**config.mk**
```make
export PLATFORM = sky130hd
export DESIGN_NAME = instruction_fetch
export DESIGN_NICKNAME = d
export VERILOG_FILES = /design/src/rtl/instruction_fetch_pkg.sv /design/src/rtl/instruction_fetch_skid_buffer.sv /design/src/rtl/instruction_fetch.sv
export SDC_FILE = /design/constraint.sdc
export NUM_CORES = 1
export LEC_CHECK = 0
export CAP_MARGIN = 0
export CORE_MARGIN = 4
export CORE_UTILIZATION = 41
export CTS_CLUSTER_DIAMETER = 150
export DETAILED_ROUTE_END_ITERATION = 10
export PLACE_DENSITY = 0.81
export SYNTH_ARGS = -nofsm -noshare
export SYNTH_HDL_FRONTEND = slang
export SYNTH_SLANG_ARGS = --single-unit
```
**constraint.sdc**
```tcl
create_clock -name clock -period 2.2 [get_ports clock]
set_clock_uncertainty 0.15 [all_clocks]
set_input_delay 0.22 -clock clock [delete_from_list [all_inputs] [get_ports clock]]
set_output_delay 0.22 -clock clock [all_outputs]
set_load 0.005 [all_outputs]
```
**src/rtl/instruction_fetch_pkg.sv**
```systemverilog
// instruction_fetch_pkg: shared word width, fetch FSM encodings and default reset vector
package instruction_fetch_pkg;
   localparam int WORD_WIDTH = 16;
   typedef logic [WORD_WIDTH-1:0] word_t;
   localparam logic [0:0] FETCH_RUN    = 1'b0;
   localparam logic [0:0] FETCH_HALTED = 1'b1;
   localparam word_t DEFAULT_RESET_VECTOR = 16'h0000;
endpackage

```
**src/rtl/instruction_fetch_skid_buffer.sv**
```systemverilog
// instruction_fetch_skid_buffer: one-entry hold register plus output mux between memory read data and decode
module instruction_fetch_skid_buffer
   import instruction_fetch_pkg::*;
(
   input  logic  clock,
   input  logic  reset_n,
   input  logic  i_flush,
   input  logic  i_in_valid,
   input  word_t i_in_data,
   input  word_t i_in_tag,
   input  logic  i_ready,
   output logic  o_valid,
   output word_t o_data,
   output word_t o_tag
);
   logic  r_hold_valid;
   word_t r_hold_data;
   word_t r_hold_tag;
   // Capture the memory word when decode stalls so later memory writes cannot disturb it
   always_ff @(posedge clock or negedge reset_n) begin
      if (!reset_n) begin
         r_hold_valid <= 1'b0;
         r_hold_data  <= '0;
         r_hold_tag   <= '0;
      end else if (i_flush) begin
         r_hold_valid <= 1'b0;
      end else if (r_hold_valid) begin
         if (i_ready) r_hold_valid <= 1'b0;
      end else if (i_in_valid && !i_ready) begin
         r_hold_valid <= 1'b1;
         r_hold_data  <= i_in_data;
         r_hold_tag   <= i_in_tag;
      end
   end
   // Held entry wins over the live memory word; nothing pending drives zeros
   always_comb begin
      o_valid = r_hold_valid | i_in_valid;
      o_data  = r_hold_valid ? r_hold_data : i_in_valid ? i_in_data : '0;
      o_tag   = r_hold_valid ? r_hold_tag  : i_in_valid ? i_in_tag  : '0;
   end
endmodule

```
**src/rtl/instruction_fetch.sv**
```systemverilog
// instruction_fetch: program counter owner that streams memory words to decode over valid/ready
module instruction_fetch
   import instruction_fetch_pkg::*;
#(
   parameter word_t RESET_VECTOR = DEFAULT_RESET_VECTOR
) (
   input  logic  clock,
   input  logic  reset_n,
   output word_t program_counter,
   input  word_t current_instruction,
   output word_t instruction,
   output word_t instruction_pc,
   output logic  instruction_valid,
   input  logic  instruction_ready,
   input  logic  jump_enable,
   input  word_t jump_target,
   input  logic  halt,
   input  logic  resume
);
   word_t      r_pc;
   logic       r_inflight;
   word_t      r_inflight_pc;
   logic [0:0] r_state;
   logic       w_stall;
   logic       w_issue;
   // A fetch goes out only while running, decode is not blocked and no redirect/halt arrives
   always_comb begin
      w_stall = instruction_valid & ~instruction_ready;
      w_issue = (r_state == FETCH_RUN) & ~w_stall & ~jump_enable & ~halt;
   end
   // PC, in-flight tracking and run/halt state; halt beats resume when both pulse
   always_ff @(posedge clock or negedge reset_n) begin
      if (!reset_n) begin
         r_pc          <= RESET_VECTOR;
         r_inflight    <= 1'b0;
         r_inflight_pc <= '0;
         r_state       <= FETCH_RUN;
      end else begin
         r_inflight <= w_issue;
         if (w_issue) r_inflight_pc <= r_pc;
         r_pc    <= jump_enable ? jump_target : w_issue ? r_pc + 16'd1 : r_pc;
         r_state <= halt ? FETCH_HALTED : resume ? FETCH_RUN : r_state;
      end
   end
   assign program_counter = r_pc;
   instruction_fetch_skid_buffer u_skid (
      .clock      (clock),
      .reset_n    (reset_n),
      .i_flush    (jump_enable),
      .i_in_valid (r_inflight),
      .i_in_data  (current_instruction),
      .i_in_tag   (r_inflight_pc),
      .i_ready    (instruction_ready),
      .o_valid    (instruction_valid),
      .o_data     (instruction),
      .o_tag      (instruction_pc)
   );
endmodule

```
### Yosys cells after proc, flatten, opt, wreduce, memory -nomap -nowiden

Cells that the tools add are included.

* input bits: 38
* register bits: 67
* word-level logic and storage cells: 36

* add/subtract/negate cells: 1
* reduce and logical (&&, ||, !) cells: 5
* bitwise operators: 11
* mux-type cells: 12

Operators by type and width (number)
* two-way mux 16 bit: 6
* adder 16 x 1 -> 16 bit, second input constant: 1
* two-way mux 1 bit: 6
* NOT 1 bit: 6
* AND 1 bit: 4
* nonzero test 2 bit: 2
* AND reduction 3 bit: 1
* logical AND 1 bit: 1
* logical NOT 1 bit: 1
* OR 1 bit: 1

### Logic depth before layout (Yosys ltp)

Gate-level depths: netlist (run 1).

* depth in word-level cells: 8
* gate-level depth with buffers: 6
* depth with buffers taken out: 5

### By module

From an unflattened synthesis (run 1), not the netlist that was laid out.

* cell total of the unflattened synthesis: 265
* area total of the unflattened synthesis: 3224.3 um^2

Modules (own cells, without submodules)
* instruction_fetch: cells an instance 150, instances 1, area an instance 1639.1 um^2
* instruction_fetch_skid_buffer: cells an instance 115, instances 1, area an instance 1585.3 um^2

### Worst setup path after synthesis (run 1)

OpenSTA, ideal clock, no wires.

* path type: register to register
* start point: register u_skid.r_hold_valid
* end point: register r_inflight_pc[10]
* slack: 126 ps
* path buffers: 2
* arrival time: 1799 ps
* library setup time: 125 ps
* cell stages (with the launch flop): 7
* period minus slack after synthesis: 2074 ps
* path through: dfrtp_1 buf_6 o21bai_1 nand2_1 nor2_2 buf_6 mux2_2

* longest elaborated chain between the ends: 6

Ends and longest elaborated chain
* start: declaration: line instruction_fetch_skid_buffer.sv:16 `logic r_hold_valid;`
* start signal: assignment: line instruction_fetch_skid_buffer.sv:22 `r_hold_valid <= 1'b0;`
* start signal: assignment: line instruction_fetch_skid_buffer.sv:26 `r_hold_valid <= 1'b0;`
* start signal: assignment: line instruction_fetch_skid_buffer.sv:28 `if (i_ready) r_hold_valid <= 1'b0;`
* OR 1 bit: line instruction_fetch_skid_buffer.sv:37 `o_valid = r_hold_valid | i_in_valid;`
* AND 1 bit: line instruction_fetch.sv:28 `w_stall = instruction_valid & ~instruction_ready;`
* NOT 1 bit: line instruction_fetch.sv:29 `w_issue = (r_state == FETCH_RUN) & ~w_stall & ~jump_enable & ~halt;`
* AND 1 bit (3 in series): line instruction_fetch.sv:29
* named net w_issue: line instruction_fetch.sv:25 `logic w_issue;`
* end signal: assignment: line instruction_fetch.sv:40 `if (w_issue) r_inflight_pc <= r_pc;`
* end: declaration: line instruction_fetch.sv:22 `word_t r_inflight_pc;`

The timed path passes the listed nets, and every way through them passes these cells.
A chain may end at the register's enable or synchronous reset.

### Worst setup path in the final report (run 1)

* start point: register r_state
* end point: register r_pc[15], in the netlist program_counter[15]

* longest elaborated chain between the ends: 5

Ends and longest elaborated chain
* start: declaration: line instruction_fetch.sv:23 `logic [0:0] r_state;`
* start signal: assignment: line instruction_fetch.sv:42 `r_state <= halt ? FETCH_HALTED : resume ? FETCH_RUN : r_state;`
* NOT 1 bit: line instruction_fetch.sv:29
* AND 1 bit (3 in series): line instruction_fetch.sv:29
* nonzero test 2 bit (no source line)
* end signal: assignment: line instruction_fetch.sv:41 `r_pc <= jump_enable ? jump_target : w_issue ? r_pc + 16'd1 : r_pc;`
* end: declaration: line instruction_fetch.sv:20 `word_t r_pc;`

No other way between the ends.

==> flow_summary.rst, run 1 <==
.. list-table::
   :header-rows: 1

   * - Metric
     - Value
   * - Type of origin of the critical path
     - flop
   * - Register bit total from synthesis
     - 67
   * - Critical Path Fanout Max
     - 5
   * - Async S/R FF share, synth
     - 1.00
   * - Area growth from synthesis to layout
     - 42.7%
   * - Critical path cell sequence
     - or2_1 > or4b_4 > o31a_1 > o31a_1
   * - Multi-input gate area
     - 0.00146 mm²
   * - Most prevalent standard cell on the critical path
     - o31a_1
   * - Unique masters post-synth
     - 40
   * - Outcome
     - finished clean
   * - RSZ-0062 raised after global routing
     - false
   * - Clock tree from TritonCTS
     - yes
   * - Path class of the lowest-slack min-delay path
     - in2async
   * - Biggest area contributors in the synthesized netlist
     - dfrtp_1 (52%), mux2_2 (17%), a22o_1 (8.5%)
   * - Clock insertion delay at the later pin of the skew report
     - 0.34 ns
   * - Most used DFF post-synth
     - dfrtp_1
   * - Die Ht
     - 96.4 µm
   * - CTS root buffer
     - clkbuf_8
   * - Largest net degree at the start of global routing
     - 51
   * - Syn. warnings
     - 0
   * - All-layer global routing usage
     - 0.170
   * - Initial DRC Count
     - 77
   * - Standard-cell row count
     - 31
   * - CTS Buf Count
     - 9
   * - Number of setup buffers added after CTS
     - 0
   * - Top cell type by total area after synthesis
     - dfrtp_1
   * - Overflow after GRT
     - 0
   * - Number of nets with antenna violations after routing
     - 0
   * - Via count normalized by instance count
     - 5.30
   * - Longest Clk Path Bufs
     - 2
   * - Filler cell count in the final layout
     - 583
   * - Max-slew violation count
     - 0
   * - Synth Area per Inst
     - 12.3 µm²
   * - First-pass GRT wire length
     - 12100 µm
   * - Final hold viol count
     - 0
   * - Sequential cell area
     - 0.00168 mm²
   * - Worst slew margin
     - 0.720
   * - Sequential share of the synthesized area
     - 0.523
   * - Worst-path clk slew
     - 0.06 ns
   * - Critical-path top delay cell
     - or4b_4
   * - Number of max-capacitance violations reported
     - 0
   * - Share of the synthesized area in the top cell type
     - 0.523
   * - Full die area
     - 0.00929 mm²
   * - TritonCTS Sinks
     - 67
   * - Number of top-level design ports
     - 87
   * - Critical path data arrival time
     - 2.19 ns
   * - Aggregate negative setup slack
     - 0 ns
   * - Data required time of the worst path
     - 2.27 ns
   * - Post-route total power
     - 3.25 mW
   * - Combined area of all synthesized cells
     - 0.00320 mm²
   * - H-tree depth reported by CTS
     - 3
   * - Routed length per instance
     - 16.2 µm
   * - Critical path's largest stage delay
     - 0.55 ns
   * - Slew at the pin closest to its max-slew limit
     - 0.420 ns
   * - TritonRoute pass-1 iters
     - 4
   * - Nets
     - 399
   * - Maximum frequency from static timing analysis
     - 472 MHz
   * - Residual DRC
     - 0
   * - Count of mapped cells out of synthesis
     - 260
   * - Number of flops mapped to enable cells by yosys
     - 0
   * - Pleak
     - 2.45 nW
   * - Total power divided by cell area
     - 711 mW/mm²
   * - Part of the cycle the worst path needs
     - 0.964
   * - Post-Synthesis Net Count
     - 299
   * - Number of antenna violations at the first check in global routing
     - 0
   * - Fraction of final layout cells sized beyond drive strength 1
     - 0.241
   * - Total number of vias
     - 2461
   * - Post-Route WL
     - 7530 µm
   * - Horizontal die dimension
     - 96.4 µm
   * - Setup violators final
     - 0
   * - Kind of end point of the critical path
     - flop
   * - Initial core utilization
     - 0.433
   * - Detailed placer's ending HPWL
     - 5490 µm
   * - Routability congestion estimate
     - 0.864
   * - Cell family with the largest share of critical-path delay
     - simple AND/OR/NAND/NOR gates
   * - Time the final worst path needs with I/O delays and setup
     - 2.12 ns
   * - Number of buffer and inverter stages on the critical path
     - 0
   * - VDD IR max
     - 0.333 mV
   * - Number of diodes added for antenna fixing
     - 0
   * - Via count of the first global-routing pass
     - 2521
   * - Classification of the worst setup path
     - reg2reg
   * - Port Buffers
     - 86
   * - Placeable core region
     - 0.00741 mm²
flip-flops by register name (all words and copies together) (netlist names):
register and flops:
u_skid.r_hold_data 16, u_skid.r_hold_valid 1, r_state 1, program_counter 16
u_skid.r_hold_tag 16, r_inflight 1, r_inflight_pc 16
logic make-up after synthesis:
logic type               share of synthesized area
multiplexers                                 0.185
flip-flops                                   0.523
AND/OR/NAND/NOR                              0.114
AO/OA/AOI/OAI                                0.129
XOR/XNOR                                    0.0191
adder cells (fa/ha/maj)                    0.00390
buffers and inverters                       0.0258
cell usage after synthesis, types with 2 or more instances:
cell type,number
dfrtp_1,67
mux2_2,49
a22o_1,31
nand2_1,17
clkbuf_1,10
o21ai_0,9
nand4_1,8
nor2b_1,6
nand3_1,5
nor3_1,5
xor2_1,5
mux2i_1,4
nor3b_1,4
o31a_1,4
a22oi_1,3
buf_2,3
nor4_1,3
and3_1,2
buf_6,2
nand2b_1,2
xnor2_1,2
path summary, 6_finish.rpt:
| check | to | depth (start not counted) | startpoint | slack (ns) |
|---|---|---|---|---|
| worst max-delay path | program_counter[15]$_DFFE_PN0P_ | 4 | r_state$_DFFE_PN0P_ | 0.08 |
| worst min-delay path | u_skid.r_hold_data[10]$_DFFE_PN0P_ | 2 | reset_n | 0.20 |
| worst max register to register | program_counter[15]$_DFFE_PN0P_ | 4 | r_state$_DFFE_PN0P_ | 0.08 |
| worst min register to register | u_skid.r_hold_data[14]$_DFFE_PN0P_ | 1 | u_skid.r_hold_data[14]$_DFFE_PN0P_ | 0.36 |
| max in group asynchronous | program_counter[7]$_DFFE_PN0P_ | 3 | reset_n | 1.10 |
| min in group clock | program_counter[1]$_DFFE_PN0P_ | 3 | jump_target[1] | 0.29 |
power breakdown:
group	leakage, nW	internal, mW	switching, mW
Clock	0.0905	0.469	0.435
Combinational	1.53	0.418	0.216
Sequential	0.825	1.51	0.199
layer usage:
layer  share of wire  track usage
met1            0.45        0.221
met2            0.46        0.270
met3           0.073       0.0511
met4           0.013       0.0572
met5               0            0
timing repair:
| action | CTS | global route |
|---|---|---|
| gates cloned | 0 | 0 |
| gates resized for setup | 2 | 36 |
| endpoints found under the hold margin | 17 | 0 |
| hold buffers | 1 | 0 |
| setup endpoints to repair | 13 | 33 |
layout by cell type (no fill, tap or decap), types with 2 or more instances in the layout:
cell             instances
nor3b_1                  4
clkbuf_1                 3
a22oi_1                  3
buf_4                   13
nor3_1                   5
clkdlybuf4s50_1         54
nor4_1                   3
dfrtp_1                 66
nand4_1                  8
nor2b_1                  5
dlymetal6s2s_1          31
nand2b_1                 2
o21ai_0                  9
and3_1                   2
nand3_1                  5
clkbuf_8                11
o31a_1                   4
buf_12                   4
xnor2_1                  2
mux2i_1                  4
mux2_2                  49
a22o_1                  31
nand2_1                 17
clkinv_2                 2
xor2_1                   5
cell type report:
type                       instances  share of cell area
sequential                        67               0.367
multi-input combinational        176               0.319
timing repair buffer             105               0.248
clock buffer                      14              0.0356
tap                               99              0.0271
clock inverter                     2             0.00219
inverter                           1            0.000821
through the flow:
step	utilization	instance area [µm²]	cells	hold slack [ns]	setup WS [ns]
after global placement	0.579	4290	447	0.0241	-0.0806
after CTS	0.604	4480	464	0.215	0.00554
after detailed placement	0.579	4290	447	0.0311	-0.137
after floorplan	-	3200	260	-0.226	0.126
final	0.617	4570	464	0.201	0.0793
after global routing	0.617	4570	464	0.238	0.0110
Note: power is estimated with default switching activity, not from simulation.
==> run 2: changes to the inputs <==
--- a/config.mk
+++ b/config.mk
@@ -7,10 +7,11 @@
 export LEC_CHECK = 0
 export CAP_MARGIN = 0
 export CORE_MARGIN = 4
-export CORE_UTILIZATION = 41
+export CORE_UTILIZATION = 44
 export CTS_CLUSTER_DIAMETER = 150
 export DETAILED_ROUTE_END_ITERATION = 10
-export PLACE_DENSITY = 0.81
+export HOLD_SLACK_MARGIN = 0.08
+export PLACE_DENSITY = 0.86
 export SYNTH_ARGS = -nofsm -noshare
 export SYNTH_HDL_FRONTEND = slang
 export SYNTH_SLANG_ARGS = --single-unit
==> run 2 against run 1 <==
The run now ends with setup timing left. Combinational power grew 3%. Via count is 4.5% higher. Sequential share of layout area down 0.87 points. Setup slack worse by 0.095 ns. First-iteration DRC count grew 70%. Sequential cell count stayed put. Critical path type is now reg2out. Critical endpoint is now instruction_pc[9]. Largest power group unchanged. Highest routed layer unchanged.
==> flow_summary.rst, run 2 (synthesized netlist as in run 1, its figures left out) <==
.. list-table::
   :header-rows: 1

   * - Metric
     - Value
   * - Outcome
     - finished with violations (was finished clean)
   * - Violations in the final reports
     - setup timing
   * - All-layer global routing usage
     - 0.186 (was 0.170)
   * - Worst slew margin
     - 0.643 (was 0.720)
   * - Kind of end point of the critical path
     - output port (was flop)
   * - Classification of the worst setup path
     - reg2out (was reg2reg)
   * - Number of top-level design ports
     - 87 (unchanged)
   * - Placed cell areas
     - 0.00430 mm² (was 0.00429 mm²)
   * - TritonRoute pass-1 iters
     - 4 (unchanged)
   * - Initial DRC Count
     - 131 (was 77)
   * - Overflow after GRT
     - 0 (unchanged)
   * - Total power divided by cell area
     - 752 mW/mm² (was 711 mW/mm²)
   * - Leading cell types in the layout, fill and taps excluded
     - dfrtp_1 (67), clkdlybuf4s50_1 (58), mux2_2 (49) (was dfrtp_1 (66), clkdlybuf4s50_1 (54), mux2_2 (49))
   * - Part of the total power dissipated in combinational logic
     - 0.184 (was 0.195)
   * - Critical register-to-register path startpoint
     - u_skid.r_hold_valid$_DFF_PN0_ (was r_state$_DFFE_PN0P_)
   * - Portion of total power attributed to sequential cells
     - 0.487 (was 0.527)
   * - Post-route total power
     - 3.52 mW (was 3.25 mW)
   * - Leading cell type in the layout, fill and taps excluded
     - dfrtp_1 (unchanged)
   * - Die Ht
     - 93.3 µm (was 96.4 µm)
   * - Critical path's largest stage delay
     - 0.51 ns (was 0.55 ns)
   * - Max-slew violation count
     - 0 (unchanged)
   * - H-tree depth reported by CTS
     - 3 (unchanged)
   * - Routed length per instance
     - 17.1 µm (was 16.2 µm)
   * - Clock insertion delay at the later pin of the skew report
     - 0.34 ns (about the same)
   * - Slew at the pin closest to its max-slew limit
     - 0.536 ns (was 0.420 ns)
   * - Initial core utilization
     - 0.461 (was 0.433)
   * - Cell-internal power
     - 2.63 mW (was 2.40 mW)
   * - Part of the cycle the worst path needs
     - 1.01 (was 0.964)
   * - Port Buffers
     - 86 (unchanged)
   * - Number of diodes added for antenna fixing
     - 0 (unchanged)
   * - Maximum frequency from static timing analysis
     - 451 MHz (was 472 MHz)
   * - Sequential cell area
     - 0.00168 mm² (about the same)
   * - Pleak
     - 2.43 nW (was 2.45 nW)
   * - R2R setup slack
     - 0.04 ns (was 0.08 ns)
   * - RSZ-0062 raised after global routing
     - true (was false)
   * - Standard-cell row count
     - 30 (was 31)
   * - Cell family with the largest share of critical-path delay
     - buffers and inverters (was simple AND/OR/NAND/NOR gates)
   * - Clock tree from TritonCTS
     - yes (unchanged)
   * - Reg-to-reg endpoint
     - program_counter[14]$_DFFE_PN0P_ (was program_counter[15]$_DFFE_PN0P_)
   * - First-pass GRT wire length
     - 12600 µm (was 12100 µm)
   * - Nets
     - 410 (was 399)
   * - TritonCTS Sinks
     - 67 (unchanged)
   * - Filler cell count in the final layout
     - 500 (was 583)
   * - Final hold viol count
     - 0 (unchanged)
   * - Number of max-capacitance violations reported
     - 0 (unchanged)
   * - Critical path cell sequence
     - buf_8 > nor2b_4 > buf_4 > a22o_1 > clkdlybuf4s50_1 (was or2_1 > or4b_4 > o31a_1 > o31a_1)
   * - Fraction of power spent switching nets
     - 0.253 (was 0.262)
   * - Path class of the lowest-slack min-delay path
     - in2async (unchanged)
   * - Final instance area
     - 0.00468 mm² (was 0.00457 mm²)
   * - Setup violators final
     - 4 (was 0)
   * - Pre-CTS setup slack
     - -0.103 ns (was -0.137 ns)
   * - Number of nets with antenna violations after routing
     - 0 (unchanged)
   * - Number of antenna violations at the first check in global routing
     - 0 (unchanged)
   * - Residual DRC
     - 0 (unchanged)
   * - Placeable core region
     - 0.00694 mm² (was 0.00741 mm²)
   * - Type of origin of the critical path
     - flop (unchanged)
   * - Largest net degree at the start of global routing
     - 40 (was 51)
   * - Worst-path clk slew
     - 0.07 ns (was 0.06 ns)
   * - Final Worst Setup Slack
     - -0.0155 ns (was 0.0793 ns)
   * - Clock share of power
     - 0.328 (was 0.278)
   * - Data required time of the worst path
     - 1.83 ns (was 2.27 ns)
   * - Multi-input gate area
     - 0.00146 mm² (about the same)
   * - Post-Route WL
     - 8070 µm (was 7530 µm)
   * - Worst hold margin
     - 0.257 ns (was 0.201 ns)
   * - CTS Buf Count
     - 9 (unchanged)
   * - Longest Clk Path Bufs
     - 2 (unchanged)
   * - Number of cell instances on the worst register-to-register path
     - 5 (was 4)
   * - Via count of the first global-routing pass
     - 2529 (was 2521)
   * - Number of buffer and inverter stages on the critical path
     - 3 (was 0)
   * - Via count normalized by instance count
     - 5.45 (was 5.30)
   * - Full die area
     - 0.00871 mm² (was 0.00929 mm²)
   * - Horizontal die dimension
     - 93.3 µm (was 96.4 µm)
   * - CTS root buffer
     - clkbuf_8 (unchanged)
   * - Critical Path Fanout Max
     - 4 (was 5)
   * - Area growth from synthesis to layout
     - 46.1% (was 42.7%)
   * - Routability congestion estimate
     - 0.801 (was 0.864)
   * - VDD IR max
     - 0.330 mV (was 0.333 mV)
   * - Fraction of final layout cells sized beyond drive strength 1
     - 0.271 (was 0.241)
   * - Time the final worst path needs with I/O delays and setup
     - 2.22 ns (was 2.12 ns)
   * - Critical path data arrival time
     - 1.85 ns (was 2.19 ns)
   * - Critical-path top delay cell
     - clkdlybuf4s50_1 (was or4b_4)
   * - Crit. Startpoint
     - u_skid.r_hold_valid$_DFF_PN0_ (was r_state$_DFFE_PN0P_)
   * - Detailed placer's ending HPWL
     - 5620 µm (was 5490 µm)
   * - Power dissipated by switching net loads
     - 0.890 mW (was 0.850 mW)
   * - Total number of vias
     - 2572 (was 2461)
## run 2: worst max path at each step
stage,slack (ns),to,cells after the start
finish,-0.02,instruction_pc[9],5
detailed placement,-0.10,program_counter[14]$_DFFE_PN0P_,5
global placement,-0.05,program_counter[14]$_DFFE_PN0P_,5
CTS,-0.05,instruction[11],5
global route,-0.08,instruction_pc[9],5
floorplan,0.13,r_inflight_pc[10]$_DFFE_PN0P_,6
## run 2: per-stage QoR
stage	setup TNS, ns	util	instances
finish	-0.0410	0.674	472
global route	-0.427	0.674	472
CTS	-0.738	0.660	469
detailed placement	-0.193	0.619	448
global placement	-0.104	0.619	448
floorplan	0	-	260
## run 2: final cells by class
cell class,instances,area share
clock buffers,11,0.0323
clock inverters,5,0.0160
inverters,1,0.000802
multi-input cells,176,0.312
flip-flops and latches,67,0.358
well taps,96,0.0257
repair buffers,116,0.254
## run 2: repair_timing
action	in CTS	in global routing
resized for setup	8	29
setup endpoints to repair	31	32
endpoints found under the hold margin	22	0
setup buffers	2	3
gates cloned	2	0
hold buffers	1	0
pin swaps	0	2
## run 2: layer usage
metal / part of all wire / vias up / wire (µm) / global-route usage
li1: - / 1199 / - / -
met1: 0.42 / 1274 / 3360 / 0.233
met2: 0.50 / 87 / 4010 / 0.302
met3: 0.072 / 12 / 582 / 0.0499
met4: 0.015 / 0 / 120 / 0.0818
met5: 0 / - / 0 / 0
## run 2: power groups by stage
stage               clock network, mW  logic, mW  registers (mW)
global placement                    0      0.618            1.71
floorplan                           0      0.351            1.68
global route                     1.23      0.710            1.75
detailed placement                  0      0.649            1.73
CTS                              1.17      0.659            1.71
finish                           1.16      0.650            1.72
==> RTL edit 1: new RTL, flow settings as in run 1 <==
Register the input `jump_target` before use, without a reset. The logic sees it one clock later. The other inputs are not delayed to match.
--- a/src/rtl/instruction_fetch.sv
+++ b/src/rtl/instruction_fetch.sv
@@ -19,2 +19,9 @@
 );
+
+   word_t jump_target_q;
+
+   always_ff @(posedge clock) begin
+      jump_target_q <= jump_target;
+   end
+
    word_t      r_pc;
@@ -40,3 +47,3 @@
          if (w_issue) r_inflight_pc <= r_pc;
-         r_pc    <= jump_enable ? jump_target : w_issue ? r_pc + 16'd1 : r_pc;
+         r_pc    <= jump_enable ? jump_target_q : w_issue ? r_pc + 16'd1 : r_pc;
          r_state <= halt ? FETCH_HALTED : resume ? FETCH_RUN : r_state;
Behaviour: not the same (Yosys sat finds a counterexample within 4 cycles, from zero or initial values and one cycle with reset_n low).
==> RTL edit 1 against run 1 <==
Sequential cell count increased by 16; core utilization decreased by 2.9 points; total power increased by 13%; routed wire length about the same; setup slack got worse by 31 ps; largest cell class unchanged; global-route usage decreased by 1.3 points; non-clock buffer count increased by 3; area after synthesis increased by 7.8%; design area increased by 5.7%; register-to-register slack improved by 90 ps; fmax decreased by 1.4%; die area increased by 7.2%.
==> RTL edit 1: results (changes against run 1) <==
Route:
- The routed metal-1 wire length came to 3.405 mm (was 3.396 mm).
- The met2 wirelength from detailed routing is 3.539 mm (was 3.490 mm).
- The met3 wire length is 486 microns (was 548 microns).
- The number of violations reported at the end of detailed-routing iteration 0 is 119 (was 77).
- The wire length per cell after detailed routing came to 15.63 microns (was 16.23 microns).
- The average vias per placed instance was 5.210 (was 5.304).
- The top layer used by detailed routing is met4 (unchanged).

GRT:
- The wire length of the first global-routing pass came to 12.39 mm (was 12.12 mm).
- The number of antenna violations at the first check in global routing was 0 (unchanged).
- The met1 track demand over resource in global routing is 20.46% (was 22.11%).
- The met3 demand-to-capacity share in global routing was 3.475% (was 5.112%).
- The number of global-route vias before repair is 2549 (was 2521).
- The total routing usage reported by global routing is 15.63% (was 16.96%).
- The met2 usage in global routing is 25.24% (was 27.03%).
- The largest net degree at the start of global routing is 68 (was 51).

Clock tree:
- The clock latency on the worst-skew pair came to 340 ps (about the same).
- The post-CTS clock slew at the launch and capture registers of the worst setup and hold paths was 80 ps (was 60 ps).
- The number of H-tree levels came to 3 (unchanged).
- The root cell of the clock tree was clkbuf_8 (unchanged).

Synth:
- Largest cells by area after synthesis: dfrtp_1, mux2_2, dfxtp_1 (was dfrtp_1, mux2_2, a22o_1).
- The post-synthesis sequential area ratio came to 57.78% (was 52.32%).
- Top post-synthesis cells by count: dfrtp_1, mux2_2, a22o_1 (unchanged).
- The post-synth net total was 306 (was 299).
- The share of synthesized registers carrying an async set or reset is 80.72% (was 100.0%).
- The number of warnings issued by yosys was 0 (unchanged).
- The unique cell type count in the Yosys netlist was 36 (was 40).

Worst hold path:
- The kind of path behind the tightest hold check is primary input to flop (was primary input to async pin).

Critical path:
- The path depth of the worst reg2reg path came to 5 (was 4).
- The worst flop-to-flop path endpoint was program_counter[12] (was program_counter[15]).
- The reg2reg setup slack was 170 ps (was 80 ps).
- The startpoint of the most critical register-to-register path is u_skid.r_hold_valid (was r_state).
- The arrival time of the worst setup path is 1780 ps (was 2190 ps).
- The maximum fanout encountered on the critical timing path came to 9 (was 5).
- The category of the critical setup timing path is flop to output port (was flop to flop).
- The termination of the worst setup path is instruction_pc[7] (was program_counter[15]).

Pwr:
- The maximum VDD drop is 0.4378 mV (was 0.3333 mV).
- The total leakage power was 2.187 nW (was 2.446 nW).

Run status:
- Status: finished clean (unchanged).

Final layout:
- The number of nets in the layout was 411 (was 399).
- The count of inserted antenna diode cells is 0 (unchanged).
- The share of post-route cells with drive strength above 1 is 25.73% (was 24.11%).

Placement:
- The global placer's final weighted congestion is 0.8292 (was 0.8642).
- The setup slack after placement is 52.55 ps (was -137.3 ps).
- The total half-perimeter wirelength after legalization and detailed placement is 5.318 mm (was 5.493 mm).

Timing:
- The setup slack of the critical path after layout is 48.43 ps (was 79.26 ps).
- The worst slew margin relative to its limit is 73.20% (was 72.03%).

Job:
- The number of max-cap violations is 0 (unchanged).
RTL edit 1: cell families (layout without fill, tap and decap cells):
family          Yosys count  in the layout  share of synthesized area (%)
mux                      49             49                          15.93
simple gates             50             50                          9.015
flops                    83             83                          57.78
buf+inv                  19            129                          2.245
compound gates           58             58                          12.89
fa+ha+maj                 1              1                         0.3620
xor+xnor                  7              7                          1.774
RTL edit 1: what timing repair did:
action / CTS / global route
hold endpoints to repair: 67 / 0
resized for setup: 6 / 10
setup endpoints to repair: 31 / 26
hold buffers: 1 / 0
cloned: 1 / 0
pin swaps: 0 / 1
buffers inserted: 3 / 0
RTL edit 1: through the flow:
stage / cells / cell area, sq um / hold slack (ps) / setup TNS (ps)
CTS: 482 / 4810 / 150.1 / 0
global placement: 461 / 4558 / 112.9 / 0
finish: 482 / 4835 / 166.6 / 0
detailed placement: 461 / 4558 / 116.2 / 0
floorplan: 267 / 3456 / -225.6 / 0
global route: 482 / 4835 / 143.5 / -404.8
RTL edit 1: critical path, cell delays in order (launching register included):
cell	delay, ps
dfrtp_2	450
nor2b_4	170
buf_6	160
a22o_1	150
clkdlybuf4s50_1	510
RTL edit 1: where the power goes:
group	internal (mW)	switching, mW	leakage [nW]
logic	0.393	0.200	1.13
registers	1.81	0.196	0.957
clock network	0.550	0.512	0.0991
total	2.75	0.909	2.19
RTL edit 1: area by class of cell:
cell class | count | area [sq um]
fillers | 666 | 3382
well taps | 105 | 131.4
inverters | 5 | 18.77
multi-input cells | 165 | 1395
repair buffers | 108 | 1097
clock inverters | 5 | 52.55
flip-flops and latches | 83 | 1998
clock buffers | 11 | 141.4
==> RTL edit 2: new RTL, flow settings as in run 1 <==
Made on the original files. The package constant `WORD_WIDTH` goes from 16 to 20.
--- a/src/rtl/instruction_fetch_pkg.sv
+++ b/src/rtl/instruction_fetch_pkg.sv
@@ -2,3 +2,3 @@
 package instruction_fetch_pkg;
-   localparam int WORD_WIDTH = 16;
+   localparam int WORD_WIDTH = 20;
    typedef logic [WORD_WIDTH-1:0] word_t;
Ports: changed (5 resized); port bits go from 87 to 107. The function was not compared with the original's and may differ.
==> RTL edit 2 against run 1 <==
Sequential cell count is 16 higher; first-iteration DRC count is 100% higher; clock power grew 25%; setup slack got worse by 41 ps; area after synthesis is 22% higher; non-clock buffer count rose by 29; design area increased by 24%; total power up 22%; sequential share of layout area rose by 0.050 points; routed wire length is 34% higher; fmax fell by 1.9%; critical path depth rose by 3; critical path type is now flop to output port; largest cell class unchanged; largest power group unchanged.
==> RTL edit 2: results (changes against run 1) <==
Placement:
- The global placer's final weighted congestion is 0.8440 (was 0.8642).
- The count of input and output buffers is 106 (was 86).
- The total half-perimeter wirelength after legalization and detailed placement was 7.075 mm (was 5.493 mm).
- The cell area after placement was 0.005215 sq mm (was 0.004287 sq mm).
- The number of instances in the placed design came to 554 (was 447).

Clock tree:
- The number of H-tree levels was 3 (unchanged).
- The post-CTS clock slew at the launch and capture registers of the worst setup and hold paths came to 90 ps (was 60 ps).

Route:
- The top layer used by detailed routing is met4 (unchanged).
- The routed metal-1 wire length was 4.321 mm (was 3.396 mm).
- The average vias per placed instance is 5.385 (was 5.304).
- The met2 wirelength from detailed routing came to 5.147 mm (was 3.490 mm).
- The met3 wire length is 504 microns (was 548 microns).
- The wire length per cell after detailed routing came to 17.43 microns (was 16.23 microns).

Pwr:
- The total leakage power is 2.963 nW (was 2.446 nW).
- The maximum VDD drop is 0.4891 mV (was 0.3333 mV).
- The switching share of power was 26.73% (was 26.15%).

Synth:
- The post-synth net total is 369 (was 299).
- The xor and xnor area share after synthesis is 1.567% (was 1.913%).
- The unique cell type count in the Yosys netlist is 43 (was 40).
- Largest cells by area after synthesis: dfrtp_1, mux2_2, a22o_1 (unchanged).
- The synthesized-area fraction occupied by ao, oa, aoi and oai cells is 13.69% (was 12.92%).
- The number of standard cells after synthesis was 322 (was 260).
- The mux share of post-synthesis cell area is 17.53% (was 18.47%).
- The post-synthesis sequential area ratio is 53.10% (was 52.32%).
- The fraction of the mapped netlist area in adder cells is 0.3199% (was 0.3905%).

GRT:
- The wire length of the first global-routing pass is 16.04 mm (was 12.12 mm).
- The largest net degree at the start of global routing is 61 (was 51).
- The total routing usage reported by global routing came to 17.65% (was 16.96%).
- The number of global-route vias before repair is 3215 (was 2521).

Die:
- The initial core utilization is 42.13% (was 43.25%).

Timing:
- The slew at the pin with the worst max-slew slack is 464.6 ps (was 419.6 ps).

Critical path:
- The arrival time of the worst setup path is 1790 ps (was 2190 ps).
- The maximum fanout encountered on the critical timing path is 6 (was 5).
- The master of the slowest instance on the critical path is dfrtp_1 (was or4b_4).
- The cell occurring most often along the worst timing path was buf_4 (was o31a_1).
- The maximum cell stage delay along the critical path was 410 ps (was 550 ps).

Final layout:
- The number of nets in the layout is 492 (was 399).
- The filler-free cell count of the finished design came to 579 (was 464).
- The share of post-route cells with drive strength above 1 is 26.44% (was 24.11%).

Run status:
- Status: finished clean (unchanged).
==> RTL edit 2: cell count changes in the layout (fill, tap and decap cells not counted), sizes merged, moves of 5 or more <==
cell,run 1,this run
a22o,31,39
buf,19,25
clkdlybuf4s50,54,66
dfrtp,67,83
mux2,49,60
nand2,17,25
nand3,5,14
nor2b,6,1
o211ai,0,6
or4,1,8
==> RTL edit 2: cells by family (layout without fill, tap and decap cells) <==
group | count (synthesis) | after routing
AOI/OAI and AO/OA | 68 | 68
xor gates and xnor gates | 7 | 7
adders and majority gates | 1 | 1
buffers and inverters | 25 | 153
DFF | 83 | 83
muxes | 61 | 61
and+or+nand+nor | 77 | 77
==> RTL edit 2: path summary, 6_finish.rpt <==
| check | cells past startpoint | endpoint | slack, ps | startpoint |
|---|---|---|---|---|
| worst max-delay path | 7 | instruction[12] | 40 | r_inflight |
| worst min-delay path | 2 | u_skid.r_hold_tag[12] | 160 | reset_n |
| worst max register to register | 6 | u_skid.r_hold_tag[14] | 170 | u_skid.r_hold_valid |
| worst min register to register | 1 | u_skid.r_hold_data[4] | 340 | u_skid.r_hold_data[4] |
| max in group asynchronous | 3 | u_skid.r_hold_valid | 1110 | reset_n |
| min in group clock | 3 | program_counter[2] | 270 | jump_target[2] |
==> RTL edit 2: critical path: cells and delay by family, from the launching register on <==
family / cells / cell delay [ps]
flip-flops: 1 / 410
AO/OA/AOI/OAI: 1 / 180
buffers and inverters: 5 / 710
AND/OR/NAND/NOR: 1 / 150
==> RTL edit 2: final cells by class <==
class                      count  area (sq um)
clock buffer                  10         137.6
fill                         746          3627
sequential                    83          2078
tap                          129         161.4
multi-input combinational    214          1739
clock inverter                 6         71.32
inverter                       3         11.26
timing repair buffer         134          1458
==> RTL edit 2: per-stage QoR <==
step,utilization [%],worst slack [ps]
3_5_place_dp,56.17,-21.74
5_1_grt,60.93,-15.80
3_3_place_gp,56.17,15.16
2_1_floorplan,-,251.8
4_1_cts,58.65,-31.35
6_report,60.93,38.45
==> RTL edit 2: per-layer routing <==
metal / vias to the layer above / global-route usage [%]
met4: 0 / 3.793
met5: - / 0
met3: 13 / 4.715
li1: 1455 / -
met1: 1556 / 22.42
met2: 94 / 30.28
==> RTL edit 2: what timing repair did <==
| action | 4_1_cts | 5_1_grt |
|---|---|---|
| hold buffers | 1 | 0 |
| gates cloned | 0 | 3 |
| endpoints found under the setup margin | 35 | 41 |
| buffers inserted | 0 | 5 |
| endpoints found under the hold margin | 36 | 0 |
| resized for setup | 3 | 48 |
==> RTL edit 2: power by group through the flow <==
stage / clock [mW] / combinational (mW) / sequential [mW]
floorplan: 0 / 0.389 / 2.05
global placement: 0 / 0.698 / 2.09
detailed placement: 0 / 0.728 / 2.12
CTS: 1.17 / 0.736 / 2.09
global route: 1.22 / 0.806 / 2.14
finish: 1.13 / 0.735 / 2.09
